$ cat src/rtl/dbus_pkg.sv
// ----------------------------------------------------------------------------
// dbus_pkg
//   Shared definitions for the data-bus bridge between the CPU data-access
//   port and the data RAM / MMIO fabric.
//   - state_e                : bridge FSM encoding (IDLE / REQ / RESP)
//   - DEFAULT_ERR_RDATA      : read data returned when a request times out
//   - DEFAULT_TIMEOUT_CYCLES : REQ cycles without ready before a forced error
// ----------------------------------------------------------------------------
package dbus_pkg;

    typedef enum logic [1:0] {
        ST_IDLE = 2'd0,
        ST_REQ  = 2'd1,
        ST_RESP = 2'd2
    } state_e;

    localparam logic [31:0] DEFAULT_ERR_RDATA      = 32'hDEAD_BEEF;
    localparam int unsigned DEFAULT_TIMEOUT_CYCLES = 255;

endpackage

$ cat src/rtl/dbus_timeout.sv
// ----------------------------------------------------------------------------
// dbus_timeout
//   Wait-cycle counter for the bridge's REQ state. Only instantiated when the
//   bridge is built with DBUS_TIMEOUT_EN.
//
//   Ports:
//     cpu_clk   in  clock
//     cpu_rstn  in  asynchronous active-low reset
//     clear_i   in  hold the count at zero (asserted whenever not in REQ)
//     enable_i  in  count one wait cycle (REQ without ready)
//     tc_o      out terminal-count pulse: this enabled cycle is the
//                   TIMEOUT_CYCLES-th wait cycle
// ----------------------------------------------------------------------------
module dbus_timeout
    import dbus_pkg::*;
#(
    parameter int unsigned TIMEOUT_CYCLES = DEFAULT_TIMEOUT_CYCLES
) (
    input  logic cpu_clk,
    input  logic cpu_rstn,
    input  logic clear_i,
    input  logic enable_i,
    output logic tc_o
);

    // At least 8 bits, wider if the timeout value needs it.
    localparam int unsigned CNT_W = (TIMEOUT_CYCLES >= 256) ? $clog2(TIMEOUT_CYCLES + 1) : 8;
    localparam logic [CNT_W-1:0] TC_VALUE = CNT_W'(TIMEOUT_CYCLES - 1);

    logic [CNT_W-1:0] cnt_q;
    logic [CNT_W-1:0] cnt_d;

    always_comb begin
        cnt_d = cnt_q;
        if (clear_i) begin
            cnt_d = '0;
        end else if (enable_i) begin
            cnt_d = cnt_q + 1'b1;
        end
    end

    always_ff @(posedge cpu_clk or negedge cpu_rstn) begin
        if (!cpu_rstn) begin
            cnt_q <= '0;
        end else begin
            cnt_q <= cnt_d;
        end
    end

    // The count holds the number of earlier wait cycles, so the cycle where it
    // equals TIMEOUT_CYCLES-1 is the last one allowed.
    assign tc_o = enable_i && (cnt_q == TC_VALUE);

endmodule

$ cat src/rtl/dbus_bridge.sv
// ----------------------------------------------------------------------------
// dbus_bridge
//   Converts single-cycle read/write requests from the CPU data-access port
//   into a held req/ready handshake toward the data RAM / MMIO fabric. One
//   transaction outstanding at a time; one response pulse per request.
//
//   Build option: define DBUS_TIMEOUT_EN to add a REQ-state timeout that
//   forces an error response (bus_err pulse, ERR_RDATA for reads). Without
//   it REQ waits indefinitely and bus_err stays 0.
//
//   Ports:
//     cpu_clk, cpu_rstn   clock, asynchronous active-low reset
//     daccess_ren   in  4  read request (any nonzero value)
//     daccess_addr  in  32 byte address
//     daccess_wen   in  4  write byte strobes (nonzero = write)
//     daccess_wdata in  32 lane-aligned write data
//     daccess_valid out 1  read-data-valid pulse
//     daccess_rdata out 32 read word, held until the next read response
//     daccess_wresp out 1  write-complete pulse
//     mem_req       out 1  fabric request, held until mem_ready
//     mem_we        out 1  1 = write, 0 = read
//     mem_addr      out 32 word address ([1:0] = 0)
//     mem_wstrb     out 4  byte strobes (0 for reads)
//     mem_wdata     out 32 write data
//     mem_ready     in  1  fabric completion (sampled only in REQ)
//     mem_rdata     in  32 read data, valid with mem_ready
//     bus_err       out 1  timeout pulse, concurrent with the response
// ----------------------------------------------------------------------------
module dbus_bridge
    import dbus_pkg::*;
#(
    parameter int unsigned TIMEOUT_CYCLES = DEFAULT_TIMEOUT_CYCLES,
    parameter logic [31:0] ERR_RDATA      = DEFAULT_ERR_RDATA
) (
    input  logic        cpu_clk,
    input  logic        cpu_rstn,
    input  logic [3:0]  daccess_ren,
    input  logic [31:0] daccess_addr,
    input  logic [3:0]  daccess_wen,
    input  logic [31:0] daccess_wdata,
    output logic        daccess_valid,
    output logic [31:0] daccess_rdata,
    output logic        daccess_wresp,
    output logic        mem_req,
    output logic        mem_we,
    output logic [31:0] mem_addr,
    output logic [3:0]  mem_wstrb,
    output logic [31:0] mem_wdata,
    input  logic        mem_ready,
    input  logic [31:0] mem_rdata,
    output logic        bus_err
);

    state_e      state_q, state_d;
    logic        we_q, we_d;
    logic [31:2] addr_q, addr_d;
    logic [3:0]  wstrb_q, wstrb_d;
    logic [31:0] wdata_q, wdata_d;
    logic [31:0] rdata_q, rdata_d;
    logic        err_q, err_d;
    logic        timeout;

    // The byte offset never reaches the fabric; the core does lane handling.
    logic unused_addr_lsb;
    assign unused_addr_lsb = ^daccess_addr[1:0];

`ifdef DBUS_TIMEOUT_EN
    dbus_timeout #(
        .TIMEOUT_CYCLES (TIMEOUT_CYCLES)
    ) u_timeout (
        .cpu_clk  (cpu_clk),
        .cpu_rstn (cpu_rstn),
        .clear_i  (state_q != ST_REQ),
        .enable_i ((state_q == ST_REQ) && !mem_ready),
        .tc_o     (timeout)
    );
`else
    assign timeout = 1'b0;

    // The timeout value only matters when the counter is built in.
    logic unused_timeout_cfg;
    assign unused_timeout_cfg = ^TIMEOUT_CYCLES;
`endif

    always_comb begin
        // NOTE: every *_d gets its hold value first so no path through the
        // case below leaves a signal unassigned (which would infer a latch).
        state_d = state_q;
        we_d    = we_q;
        addr_d  = addr_q;
        wstrb_d = wstrb_q;
        wdata_d = wdata_q;
        rdata_d = rdata_q;
        err_d   = err_q;

        unique case (state_q)
            ST_IDLE: begin
                err_d = 1'b0;
                // A write wins over a simultaneous read; the read is dropped.
                if (|daccess_wen) begin
                    we_d    = 1'b1;
                    addr_d  = daccess_addr[31:2];
                    wstrb_d = daccess_wen;
                    wdata_d = daccess_wdata;
                    state_d = ST_REQ;
                end else if (|daccess_ren) begin
                    we_d    = 1'b0;
                    addr_d  = daccess_addr[31:2];
                    wstrb_d = 4'b0000;
                    state_d = ST_REQ;
                end
            end
            ST_REQ: begin
                // Ready has priority over a coincident terminal count.
                if (mem_ready) begin
                    if (!we_q) begin
                        rdata_d = mem_rdata;
                    end
                    state_d = ST_RESP;
                end else if (timeout) begin
                    err_d = 1'b1;
                    if (!we_q) begin
                        rdata_d = ERR_RDATA;
                    end
                    state_d = ST_RESP;
                end
            end
            ST_RESP: begin
                // Requests here violate the requester contract and are ignored.
                state_d = ST_IDLE;
            end
            default: begin
                state_d = ST_IDLE;
            end
        endcase
    end

    always_ff @(posedge cpu_clk or negedge cpu_rstn) begin
        if (!cpu_rstn) begin
            state_q <= ST_IDLE;
            we_q    <= 1'b0;
            addr_q  <= '0;
            wstrb_q <= 4'b0000;
            wdata_q <= '0;
            rdata_q <= '0;
            err_q   <= 1'b0;
        end else begin
            // NOTE: non-blocking assignments so every register samples the
            // pre-edge values, independent of statement order.
            state_q <= state_d;
            we_q    <= we_d;
            addr_q  <= addr_d;
            wstrb_q <= wstrb_d;
            wdata_q <= wdata_d;
            rdata_q <= rdata_d;
            err_q   <= err_d;
        end
    end

    // All outputs come from registers or state decode; reset clears the state
    // asynchronously, so mem_req drops the moment cpu_rstn falls.
    assign mem_req       = (state_q == ST_REQ);
    assign mem_we        = we_q;
    assign mem_addr      = {addr_q, 2'b00};
    assign mem_wstrb     = wstrb_q;
    assign mem_wdata     = wdata_q;
    assign daccess_rdata = rdata_q;
    assign daccess_valid = (state_q == ST_RESP) && !we_q;
    assign daccess_wresp = (state_q == ST_RESP) && we_q;
    assign bus_err       = (state_q == ST_RESP) && err_q;

endmodule

$ cat config.mk
export PLATFORM = sky130hd
export DESIGN_NAME = dbus_bridge
export DESIGN_NICKNAME = d
export VERILOG_FILES = /design/src/rtl/dbus_pkg.sv /design/src/rtl/dbus_timeout.sv /design/src/rtl/dbus_bridge.sv
export SDC_FILE = /design/constraint.sdc
export NUM_CORES = 1
export LEC_CHECK = 0
export BUFFER_PORTS_ARGS = -buffer_cell sky130_fd_sc_hd__clkbuf_2
export CAP_MARGIN = 20
export CORE_UTILIZATION = 44
export CTS_CLUSTER_SIZE = 10
export DETAILED_ROUTE_END_ITERATION = 12
export GPL_TIMING_DRIVEN = 0
export HOLD_SLACK_MARGIN = 0.15
export MAX_ROUTING_LAYER = met4
export PLACE_DENSITY_LB_ADDON = 0.1
export SLEW_MARGIN = 20
export SYNTH_ARGS = -nofsm -noshare
export SYNTH_HDL_FRONTEND = slang
export SYNTH_HIERARCHICAL = 1
export SYNTH_SLANG_ARGS = --single-unit
$ cat constraint.sdc
create_clock -name cpu_clk -period 2.12 [get_ports cpu_clk]
set_input_delay 0 -clock cpu_clk [delete_from_list [all_inputs] [get_ports cpu_clk]]
set_output_delay 0 -clock cpu_clk [all_outputs]
set_load 0.01 [all_outputs]
=== Word level (Yosys, flattened, before mapping) ===
Cells that the tools add are included.

* Register bits: 101
* Input port bits: 107
* Output and inout port bits: 105
* Word-level logic and storage cells: 32

* Equal/unequal tests: 4
* Multiplexer cells: 10
* Bitwise gates (word level): 1
* Reduce and logical (&&, ||, !) cells: 11

{| class="wikitable"
|+ Operators by type and width
! kind !! count
|-
| 30-bit 2-to-1 mux || 2
|-
| 4-bit 2-to-1 mux || 2
|-
| 4-bit OR reduction || 2
|-
| 2-bit 2-to-1 mux || 3
|-
| 2-bit AND reduction || 3
|-
| 2-bit case mux with 2 select lines || 1
|-
| 3-bit inequality test, second input constant || 1
|-
| 3-bit AND reduction || 1
|-
| 2-bit by 1-bit == test with 1-bit output, second input constant || 1
|-
| 2-bit == test, second input constant || 1
|-
| 1-bit logical AND || 2
|-
| 2-bit zero test || 1
|-
| 1-bit 2-to-1 mux || 2
|-
| 2-bit by 1-bit inequality test with 1-bit output, second input constant || 1
|-
| 2-bit nonzero test || 1
|-
| 1-bit zero test || 1
|-
| 1-bit inverter || 1
|}

=== Logic depth before layout (Yosys ltp) ===
* Depth after elaboration: 4
* Gate-level depth with buffers: 5
* Mapped depth without buffers: 3

=== Worst setup path after synthesis ===
No wires, ideal clock.

* Path kind: reg2reg
* From: reg state_q[1]
* To: reg wdata_q[10] (netlist: mem_wdata[10])
* Library setup time: 0.125 ns
* Data arrival time: 1.426 ns
* Data required time: 1.995 ns
* Slack: 0.569 ns
* Cell stages (with the launch flop): 5
* Path buffers: 1
* Period minus slack after synthesis: 1.551 ns
* Cells stage by stage: dfrtp_1 -> or2_1 -> nor2_2 -> buf_2 -> mux2_2

* Word-level cells in the longest chain between the ends: 2

{| class="wikitable"
|+ RTL lines
! what !! RTL line !! text
|-
| from (decl) || dbus_bridge.sv:54 || <nowiki>state_e state_q, state_d;</nowiki>
|-
| from (signal assigned) || dbus_bridge.sv:150 || <nowiki>state_q <= state_d;</nowiki>
|-
| 2-bit zero test || dbus_bridge.sv:96 || <nowiki>unique case (state_q)</nowiki>
|-
| 2-bit AND reduction (no line) || - ||
|-
| to (signal assigned) || dbus_bridge.sv:154 || <nowiki>wdata_q <= wdata_d;</nowiki>
|-
| to (decl) || dbus_bridge.sv:58 || <nowiki>logic [31:0] wdata_q, wdata_d;</nowiki>
|}

Every way passes these cells.
A chain may end at the register's enable or synchronous reset.

=== Final worst setup path ===
* From: reg state_q[1]
* To: reg wdata_q[14] (netlist: mem_wdata[14])

The elaborated chain is that of the path after synthesis.

==> results_dict.tcl <==
set metrics [dict create \
    synth_cell_types 17 \
    rsz0062_at_grt "no" \
    port_buffers 206 \
    clockRootBuffer "clkbuf_8" \
    placed_cell_area_um2 5040 \
    yosys.area_share.xor_xnor_pct 0 \
    dpl_worst_slack_ps 350 \
    final_util_pct 75.5 \
    r2r-start "state_q[1]" \
    synth_compound_area_share_pct 0.881 \
    final_cells 661 \
    whs_ps 314 \
    area_growth_pct 64.1 \
    whs_endpoint "addr_q[13]" \
    post_cts_buffers 0 \
    grt_pass1_vias 3225 \
    dieArea_um2 9100 \
    antenna_found_initial 0 \
    die_w_um 95.4 \
    critPathSlowestCell "dfrtp_1" \
    via_per_inst 4.61 \
    vias 3049 \
    drtPass1Iterations 5 \
    dp_cells 541 \
    drv_slew 0 \
    path_class "reg2reg" \
    ios 212 \
    ir_drop_v 0.000695 \
    drv_cap 0 \
    worstPathMaxFanout 10 \
    wl_per_cell_um 14.9 \
    r2r_end "mem_wdata[14]" \
    finalHoldViolations 0 \
    clk_path_buf_depth 2 \
    drive_above_1_share_pct 54.3 \
    wl_um 9830 \
    grt_max_degree 60 \
    ant_nets 0 \
    start_util_pct 46.0 \
    clock-sinks 101 \
    power_leakage_nw 3.10 \
    clk_pin_slew_ps 100 \
    finalSetupTns_ps 0 \
    crit_path_end_kind "flip-flop" \
    stdcell_area_um2 6290 \
    yosys_warnings 6 \
    netlist_instances 227 \
    cts_buffers 9 \
    holdPathStages 4 \
    cts_tree "built" \
    track_usage_pct 23.0 \
    grt_pass1_wl_um 15200 \
    place.gp.congestion 0.725 \
    htreeDepth 3 \
    worstPathArrival_ps 2020 \
    coreArea_um2 8340 \
    min_path_type "in2reg" \
    fin_crit_ps 1780 \
    clkLatencyLatePin_ps 350 \
    fin_nets 658 \
    drt-initial-drc-count 95 \
    grt.overflow.total 0 \
    fin_crit_sh_pct 84.2 \
    combPwrFrac_pct 43.2 \
    synthAdderAreaFrac_pct 0 \
    seqPwrFrac_pct 41.9 \
    drcViolationCount 0 \
    clock_skew_ps 10.4 \
    total_power_mw 8.17 \
    syn_area_um2 3840 \
    start_kind "flip-flop" \
    setup_violations 0 \
    p_clk_share_pct 14.9 \
    cp.required_ps 2350 \
    status "completed" \
    p_int_mw 5.36 \
    sw_frac_of_total_pct 34.4 \
    synthMuxAreaShare_pct 28.8 \
    synth-simple-area-share_pct 2.19 \
    avgSynthCellArea_um2 16.9 \
    synth_top_family_by_area "multiplexers" \
    critPathMaxStageDelay_ps 420 \
    hp-start "daccess_ren[1]" \
    reg2reg_slack_ps 340 \
    setup_slack_ps 335 \
    r2r_cells 4 \
    p_switching_mw 2.81 \
    crit_chain "or2_1, nor2_2, buf_2, mux2_2" \
    diodes 0 \
    ys_ff_latch 101 \
    powerDensity_nw_per_um2 1300 \
    fp.dieH_um 95.4 \
    rows 33 \
    fmax_mhz 560 \
    dp_hpwl_um 6390 \
    ys_seq_area_share_pct 65.9 \
]
==> registers in the layout, indices dropped and copies added, names as in the netlist <==
| signal | count |
|---|---|
| mem_we | 1 |
| addr_q | 30 |
| state_q | 2 |
| mem_wdata | 32 |
| mem_wstrb | 4 |
| daccess_rdata | 32 |
==> synth_stat cells (all sizes together) <==
library cell,number,area (um2)
nor3b,1,7.51
dfrtp,101,2530
and3b,2,17.5
o21ai,2,10.0
a21oi,1,16.3
or2,1,6.26
nor2,1,6.26
nor2b,2,12.5
conb,1,3.75
mux2,98,1100
nor4,2,33.8
inv,1,3.75
a21o,1,7.51
buf,13,80.1
==> cell usage in the layout, fill, tap and decap left out, drive strengths merged <==
cell type    Yosys  layout
clkinv           0       3
a21o             1       1
dlygate4sd3      0     103
nor2b            2       2
o21ai            2       2
a21oi            1       1
conb             1       3
or2              1       1
nor3b            1       1
nor4             2       2
clkbuf           0     217
nor2             1       1
and3b            2       2
mux2            98      98
clkinvlp         0       1
dfrtp          101     101
buf             13      15
bufinv           0       1
inv              1       1
==> power groups by stage <==
stage	sequential, mW	combinational, mW	clock [mW]
2_1_floorplan	3.88	1.47	0
3_3_place_gp	3.39	3.33	0
3_5_place_dp	3.45	3.39	0
4_1_cts	3.41	3.55	1.26
5_1_grt	3.57	3.85	1.33
6_report	3.42	3.53	1.22
==> routing by layer <==
metal	global-route usage [%]	vias up	wire length (um)
met5	-	-	0
met4	8.46	0	201
met2	40.5	123	5280
met3	3.99	21	559
li1	-	1439	-
met1	26.2	1466	3790
==> how the worst max path moves through the flow <==
| stage | startpoint | to | slack, ps | depth (start not counted) |
|---|---|---|---|---|
| 4_1_cts | state_q[1] | mem_wdata[14] | 330 | 4 |
| 3_3_place_gp | cpu_rstn | mem_wdata[15] | -280 | 1 |
| 3_5_place_dp | state_q[1] | mem_wdata[11] | 350 | 4 |
| 5_1_grt | state_q[1] | mem_wdata[27] | 230 | 4 |
| 2_1_floorplan | state_q[1] | mem_wdata[10] | 570 | 4 |
| 6_report | state_q[1] | mem_wdata[14] | 340 | 4 |
==> worst max-delay path: cells and delay by family, from the launching register on <==
kind | cells | cell delay, ps
and+or+nand+nor | 2 | 580
buffers and inverters | 1 | 310
DFF | 1 | 420
muxes | 1 | 370
==> cell type report <==
cell class              count  area (um2)
multi-input cells         114        1230
plain buffers              13        80.1
flip-flops and latches    101        2530
clock inverters             5        60.1
inverters                   1        3.75
repair buffers            311        2120
fillers                   563        2050
clock buffers              11         141
well taps                 105         131
==> timing repair <==
item,CTS,global route
resized for setup,0,0
hold endpoints to repair,202,0
hold buffers,104,0
==> cells by family after synthesis <==
| kind of cell | after synthesis |
|---|---|
| compound gates | 4 |
| buf+inv | 14 |
| simple gates | 9 |
| other cells | 1 |
| mux | 98 |
| flops | 101 |
Power figures use the tool's default switching activity.
